File: config.mk
export PLATFORM = sky130hd
export DESIGN_NAME = fft_stage_write_ctrl_flat
export DESIGN_NICKNAME = d
export VERILOG_FILES = /design/src/rtl/fft_stage_write_ctrl_pkg.sv /design/src/rtl/fft_stage_write_ctrl_if.sv /design/src/rtl/fft_bitrev_addr.sv /design/src/rtl/fft_stage_write_ctrl.sv /design/src/flat_wrapper.sv
export SDC_FILE = /design/constraint.sdc
export NUM_CORES = 1
export LEC_CHECK = 0
export CAP_MARGIN = 20
export CORE_MARGIN = 2
export CORE_UTILIZATION = 45
export CTS_CLUSTER_SIZE = 40
export DETAILED_ROUTE_END_ITERATION = 16
export PLACE_DENSITY = 0.79
export SLEW_MARGIN = 20
export SYNTH_ARGS = -nofsm -noshare
export SYNTH_HDL_FRONTEND = slang
export SYNTH_HIERARCHICAL = 1
export SYNTH_SLANG_ARGS = --single-unit
File: constraint.sdc
create_clock -name clock_c -period 2.4 [get_ports clock_c]
set_input_delay 0.72 -clock clock_c [delete_from_list [all_inputs] [get_ports clock_c]]
set_output_delay 0.72 -clock clock_c [all_outputs]
set_load 0.01 [all_outputs]
File: src/rtl/fft_stage_write_ctrl_pkg.sv
// Shared definitions for the FFT stage write side: size defaults, state encoding
// and the bit-reversal helper also used by the read-side stages.
package fft_stage_write_ctrl_pkg;

    localparam int LOG2N_DEF = 8;
    localparam int DW_DEF    = 32;
    localparam int MAX_LOG2N = 16;

    typedef enum logic {
        IDLE = 1'b0,
        FILL = 1'b1
    } state_e;

    // Reverses the low w bits of v; bits at and above w come back as zero.
    function automatic logic [MAX_LOG2N-1:0] bitreverse(input logic [MAX_LOG2N-1:0] v,
                                                        input int unsigned w);
        logic [MAX_LOG2N-1:0] r;
        r = '0;
        for (int unsigned i = 0; i < MAX_LOG2N; i++) begin
            if (i < w) r[i] = v[w-1-i];
        end
        return r;
    endfunction

endpackage

File: src/rtl/fft_stage_write_ctrl_if.sv
// Sample-in / buffer-write bundle between a sample source, the write controller
// and the downstream ping-pong buffer.
interface fft_stage_write_ctrl_if
    import fft_stage_write_ctrl_pkg::*;
#(
    parameter int LOG2N = LOG2N_DEF,
    parameter int DW    = DW_DEF
);
    logic             frame_start;
    logic             din_valid;
    logic [DW-1:0]    din;
    logic [DW-1:0]    wr_data;
    logic [LOG2N-1:0] wr_addr;
    logic             wr_en;
    logic             start;
    logic             bank;

    modport master (
        output frame_start, din_valid, din,
        input  wr_data, wr_addr, wr_en, start, bank
    );

    modport slave (
        input  frame_start, din_valid, din,
        output wr_data, wr_addr, wr_en, start, bank
    );

endinterface

File: src/rtl/fft_bitrev_addr.sv
// Combinational buffer address generator: bit-reversed or natural order of the
// sample index, selected at elaboration time.
module fft_bitrev_addr
    import fft_stage_write_ctrl_pkg::*;
#(
    parameter int W      = LOG2N_DEF,
    parameter int BITREV = 1
) (
    input  logic [W-1:0] idx_i,
    output logic [W-1:0] addr_o
);

    generate
        if (BITREV != 0) begin : g_rev
            assign addr_o = W'(bitreverse(MAX_LOG2N'(idx_i), W));
        end else begin : g_nat
            assign addr_o = idx_i;
        end
    endgenerate

endmodule

File: src/rtl/fft_stage_write_ctrl.sv
// FFT stage write controller: numbers incoming samples within a frame, writes them
// to the ping-pong buffer and pulses start once a complete frame has landed.
//
// state | meaning
// IDLE  | waiting for frame_start; din_valid alone is ignored
// FILL  | accepting samples, index cnt wraps into the next frame
module fft_stage_write_ctrl
    import fft_stage_write_ctrl_pkg::*;
#(
    parameter int LOG2N  = LOG2N_DEF,
    parameter int DW     = DW_DEF,
    parameter int BITREV = 1
) (
    input  logic                   clock_c,
    input  logic                   reset_n,
    input  logic                   ce,
    input  logic                   clear,
    fft_stage_write_ctrl_if.slave  bus,
    output logic                   short_frame
);

    localparam logic [LOG2N-1:0] CNT_LAST = '1;

    logic             rst_meta_q;
    logic             rst_sync_q;

    state_e           state_q, state_d;
    logic [LOG2N-1:0] cnt_q, cnt_d;
    logic [LOG2N-1:0] wr_addr_q, wr_addr_d;
    logic [DW-1:0]    wr_data_q, wr_data_d;
    logic             wr_en_q, wr_en_d;
    logic             last_q, last_d;
    logic             start_q, start_d;
    logic             bank_q, bank_d;
    logic             short_q, short_d;

    logic [LOG2N-1:0] idx;
    logic [LOG2N-1:0] addr;
    logic             accept;

    // Assertion reaches the datapath at once through rst_sync_q; release is delayed two edges.
    always_ff @(posedge clock_c or negedge reset_n) begin
        if (!reset_n) begin
            rst_meta_q <= 1'b0;
            rst_sync_q <= 1'b0;
        end else begin
            rst_meta_q <= 1'b1;
            rst_sync_q <= rst_meta_q;
        end
    end

    // A frame_start always re-bases the current sample to index 0.
    assign idx = bus.frame_start ? '0 : cnt_q;

    fft_bitrev_addr #(
        .W      (LOG2N),
        .BITREV (BITREV)
    ) u_addr (
        .idx_i  (idx),
        .addr_o (addr)
    );

    always_comb begin
        state_d   = state_q;
        cnt_d     = cnt_q;
        wr_addr_d = wr_addr_q;
        wr_data_d = wr_data_q;
        wr_en_d   = wr_en_q;
        last_d    = last_q;
        start_d   = start_q;
        bank_d    = bank_q;
        short_d   = short_q;
        accept    = 1'b0;

        if (clear) begin
            state_d = IDLE;
            cnt_d   = '0;
            wr_en_d = 1'b0;
            last_d  = 1'b0;
            start_d = 1'b0;
            bank_d  = 1'b0;
            short_d = 1'b0;
        end else if (ce) begin
            wr_en_d = 1'b0;
            last_d  = 1'b0;
            start_d = last_q;
            bank_d  = bank_q ^ last_q;
            case (state_q)
                IDLE: begin
                    if (bus.frame_start) begin
                        state_d = FILL;
                        cnt_d   = '0;
                        accept  = bus.din_valid;
                    end
                end
                FILL: begin
                    accept = bus.din_valid;
                    if (bus.frame_start) begin
                        cnt_d = '0;
                        if (cnt_q != '0) short_d = 1'b1;
                    end
                end
                default: state_d = IDLE;
            endcase
            if (accept) begin
                wr_en_d   = 1'b1;
                wr_addr_d = addr;
                wr_data_d = bus.din;
                cnt_d     = idx + LOG2N'(1);
                last_d    = (idx == CNT_LAST);
            end
        end
    end

    always_ff @(posedge clock_c or negedge rst_sync_q) begin
        if (!rst_sync_q) begin
            state_q   <= IDLE;
            cnt_q     <= '0;
            wr_addr_q <= '0;
            wr_data_q <= '0;
            wr_en_q   <= 1'b0;
            last_q    <= 1'b0;
            start_q   <= 1'b0;
            bank_q    <= 1'b0;
            short_q   <= 1'b0;
        end else begin
            state_q   <= state_d;
            cnt_q     <= cnt_d;
            wr_addr_q <= wr_addr_d;
            wr_data_q <= wr_data_d;
            wr_en_q   <= wr_en_d;
            last_q    <= last_d;
            start_q   <= start_d;
            bank_q    <= bank_d;
            short_q   <= short_d;
        end
    end

    assign bus.wr_data  = wr_data_q;
    assign bus.wr_addr  = wr_addr_q;
    assign bus.wr_en    = wr_en_q;
    assign bus.start    = start_q;
    assign bus.bank     = bank_q;
    assign short_frame  = short_q;

endmodule

File: src/flat_wrapper.sv
// flat-port wrapper written by rule: the top's interface ports become plain ports
module fft_stage_write_ctrl_flat import fft_stage_write_ctrl_pkg::*;
#(
    parameter int LOG2N  = LOG2N_DEF,
    parameter int DW     = DW_DEF,
    parameter int BITREV = 1
)
  (clock_c, reset_n, ce, clear, short_frame, bus_frame_start, bus_din_valid, bus_din, bus_wr_data, bus_wr_addr, bus_wr_en, bus_start, bus_bank);
  fft_stage_write_ctrl_if #(.LOG2N(LOG2N), .DW(DW)) bus_i ();
  input  logic clock_c;
  input  logic reset_n;
  input  logic ce;
  input  logic clear;
  output logic short_frame;
  input wire logic [$bits(bus_i.frame_start)-1:0] bus_frame_start;
  input wire logic [$bits(bus_i.din_valid)-1:0] bus_din_valid;
  input wire logic [$bits(bus_i.din)-1:0] bus_din;
  output wire logic [$bits(bus_i.wr_data)-1:0] bus_wr_data;
  output wire logic [$bits(bus_i.wr_addr)-1:0] bus_wr_addr;
  output wire logic [$bits(bus_i.wr_en)-1:0] bus_wr_en;
  output wire logic [$bits(bus_i.start)-1:0] bus_start;
  output wire logic [$bits(bus_i.bank)-1:0] bus_bank;
  assign bus_i.frame_start = bus_frame_start;
  assign bus_i.din_valid = bus_din_valid;
  assign bus_i.din = bus_din;
  assign bus_wr_data = bus_i.wr_data;
  assign bus_wr_addr = bus_i.wr_addr;
  assign bus_wr_en = bus_i.wr_en;
  assign bus_start = bus_i.start;
  assign bus_bank = bus_i.bank;
  fft_stage_write_ctrl #(.LOG2N(LOG2N), .DW(DW), .BITREV(BITREV)) u_core (.clock_c(clock_c), .reset_n(reset_n), .ce(ce), .clear(clear), .bus(bus_i), .short_frame(short_frame));
endmodule
==> PnR_summary.wiki <==
{| class="wikitable"
! Metric !! Value
|-
| Portion of total power attributed to sequential cells || 0.508
|-
| Data required, critical path || ~2.6 ns
|-
| PwrDens || 658.0 nW/um2
|-
| CP Class || input pin to flop
|-
| Most common cell after layout, fill and taps aside || sky130_fd_sc_hd__clkdlybuf4s50_1
|-
| CTS root buffer || sky130_fd_sc_hd__clkbuf_8
|-
| Async set or reset register ratio after synthesis || 1.000
|-
| Post-DR vias/cell || 5.047
|-
| Inserted Clock Buffers || 5
|-
| CTS tree || built
|-
| Aggregate global-route resource usage || 0.1785
|-
| Sequential share of the synthesized area || 0.5824
|-
| Placer's final routability congestion estimate || 0.8408
|-
| Ratio of cells with drive above 1 in the final layout || 0.2325
|-
| Arrival time of the worst setup path || between 2 and 2.5 ns
|-
| Pleak || between 0.001 and 0.0015 uW
|-
| Number of gates given a new drive strength after cts || 0
|-
| Maximum level of the CTS H-tree || 2
|-
| # IOs || 82
|-
| Biggest area contributors in the synthesized netlist || sky130_fd_sc_hd__dfrtp_1, sky130_fd_sc_hd__mux2_2, sky130_fd_sc_hd__buf_4, sky130_fd_sc_hd__nor2b_1, sky130_fd_sc_hd__mux2_1
|-
| HPWL after detailed placement || 3743 um
|-
| Clock transition at the registers of the reported paths || 0.09 ns
|-
| Global-route wire length before repair || around 8500 um
|-
| Drt first-iter violations || 59
|-
| Maximum vdd drop || approximately 0.00051 V
|-
| Count of antenna diodes in the layout || 0
|-
| Setup violation total in the final timing report || 0
|-
| Total Negative Setup Slacks || 0 ns
|-
| Net count of the mapped netlist || about 220
|-
| Final Worst Setup Slack || between 0.2 and 0.3 ns
|-
| CTS hold repair buffers || 0
|-
| Floorplan die height || 77.12 um
|-
| Core utilization of the finished layout || 0.6670
|-
| Buffers added on ports || 81
|-
| Overflow left after global routing || 0
|-
| Synth top area share || 0.5824
|-
| Pint || 1695 uW
|-
| Placeable core region || a little over 5000 um2
|-
| Synth Register Bits || 56
|-
| Worst-skew pair later-pin latency || roughly 0.30 ns
|-
| Final Max Tran Viols || 0
|-
| DR WL/cell || approximately 15 um
|-
| Synth unique cells || 34
|-
| Combinational power share || 0.261
|-
| Largest net degree at the start of global routing || 33
|-
| Clk_skew || about 0.0071 ns
|-
| Share of total power in the clock network || 0.231
|-
| Mean cell area of the mapped netlist || around 13 um2
|-
| Post-layout total power || 2256 uW
|-
| Number of nets still failing antenna checks after routing || 0
|-
| Count of flip-flops with a built-in enable after synthesis || 0
|-
| Maximum operating frequency || 470.0 MHz
|-
| Outcome || finished clean
|-
| RSZ-0062 raised after global routing || false
|-
| Number of sinks on the clock net || 56
|-
| Cells along the critical path || clkdlybuf4s50_1 -> nand4_4 -> nor4_1 -> mux2_2
|-
| Switching portion of total power || 0.2487
|-
| Mapped Area || about 2400 um2
|-
| Main synth FF type || sky130_fd_sc_hd__dfrtp_1
|-
| Worst hold-check path type || flop to asynchronous set/reset pin
|-
| Vias in the first global route || ~1800
|-
| Syn Inst Count || 184
|-
| Longest individual stage delay on the worst path || 0.59 ns
|-
| Longest Clk Path Bufs || 2
|-
| Initial core utilization || 0.4681
|-
| Drt drc || 0
|-
| Final #Nets || 308
|-
| Final Hold Fails || 0
|-
| Post-layout min period || around 2.1 ns
|-
| Rows || 26
|-
| Critical path endpoint category || flop
|-
| Antenna violations before repair || 0
|-
| Switching pwr || around 560 uW
|-
| Final Cycle Share || 0.8865
|-
| Total wirelength of the detailed-routed design || ~5000 um
|-
| Layout area overhead || 42.49%
|-
| Slowest cell on crit path || sky130_fd_sc_hd__clkdlybuf4s50_1
|-
| Drt first pass iters || 4
|-
| Overall die area || between 5000 and 6000 um2
|-
| Max Fanout on Critical Path || 9
|-
| Worst hold slack || around 0.083 ns
|-
| Vias after detailed routing || approximately 1700
|-
| Post-placement setup slack || -0.02536 ns
|-
| Die Width || around 77 um
|-
| Number of warnings issued by yosys || 6
|-
| Max-cap violations || 0
|-
| Highest-count cells in the layout ignoring fill and taps || sky130_fd_sc_hd__clkdlybuf4s50_1, sky130_fd_sc_hd__dfrtp_1, sky130_fd_sc_hd__mux2_2
|-
| Post-CTS Setup Inserts || 0
|-
| Category of the worst setup path launch point || input pin
|-
| Cell taking the most area after synthesis || sky130_fd_sc_hd__dfrtp_1
|}
[per-stage QoR]
step / instances / area, um2
2_1_floorplan: 184 / 2406
3_3_place_gp: 333 / 3334
3_5_place_dp: 333 / 3334
4_1_cts: 341 / 3428
5_1_grt: 341 / 3428
6_report: 341 / 3428
[area by class of cell]
type	instances	area, um2
tap	70	87.58
fill	423	1712
sequential	56	1403
clock buffer	7	86.33
clock inverter	1	7.507
multi-input combinational	107	884.6
timing repair buffer	95	940.9
inverter	5	18.77
[state kept, by name, summed over array words and instances, names as in the netlist]
register,cells
u_core/bus.wr_data,32
u_core/bus.wr_addr,8
u_core/cnt_q,8
u_core/bus.bank,1
u_core/bus.start,1
u_core/bus.wr_en,1
u_core/last_q,1
u_core/rst_meta_q,1
u_core/rst_sync_q,1
u_core/short_frame,1
u_core/state_q,1
[critical path, delay by kind of cell]
| family | cells | cell delay [ns] |
|---|---|---|
| multiplexers | 1 | 0.39 |
| AND/OR/NAND/NOR | 2 | 0.60 |
| buffers and inverters | 1 | 0.59 |
[worst paths after layout]
path / end / startpoint / slack, ns / depth (start not counted)
min in group clock_c: u_core/rst_sync_q$_DFF_PN0_ / u_core/rst_meta_q$_DFF_PN0_ / 0.36 / 0
max: u_core/cnt_q[7]$_DFFE_PN0N_ / bus_din_valid / 0.27 / 4
min reg2reg: u_core/bus.wr_data[1]$_DFFE_PN0P_ / u_core/rst_sync_q$_DFF_PN0_ / 0.08 / 0
min: u_core/bus.wr_data[1]$_DFFE_PN0P_ / u_core/rst_sync_q$_DFF_PN0_ / 0.08 / 0
max in group asynchronous: u_core/rst_sync_q$_DFF_PN0_ / reset_n / 1.70 / 1
max reg2reg: u_core/cnt_q[7]$_DFFE_PN0N_ / u_core/cnt_q[0]$_DFFE_PN0N_ / 0.77 / 3
[synth_stat cells, drive strengths merged, types with 2 or more instances]
master	count
o21ai	4
buf	13
mux2	42
nand3	3
o211ai	2
nand2	7
a31oi	2
or4	2
inv	5
nor4	3
a21oi	5
dfrtp	56
nor2	9
nor2b	9
clkbuf	3
a32o	3
nand2b	2
[cells by family (layout without fill, tap and decap cells)]
| family | count (synthesis) | after routing | synth area share |
|---|---|---|---|
| buf+inv | 21 | 108 | 0.05200 |
| flops | 56 | 56 | 0.5824 |
| mux | 43 | 43 | 0.2007 |
| other cells | 1 | 1 | 0.001559 |
| compound gates | 20 | 20 | 0.05616 |
| xor+xnor | 1 | 1 | 0.003641 |
| simple gates | 42 | 42 | 0.1035 |
[routing by layer]
layer,global-route usage,wire length (um),vias to the layer above,share of wire
met5,0,0,-,0
met4,0.05179,47,0,0.0095
met3,0.04353,265,6,0.053
met2,0.2965,2504,63,0.50
met1,0.2330,2151,837,0.43
li1,-,-,815,-
[power groups by stage]
stage	Sequential, uW	Clock, uW	Combinational, uW
global route	1170	578	630
floorplan	1240	0	148
global placement	1160	0	584
finish	1150	522	589
detailed placement	1170	0	596
CTS	1150	541	598
(Power assumes the default switching activity.)
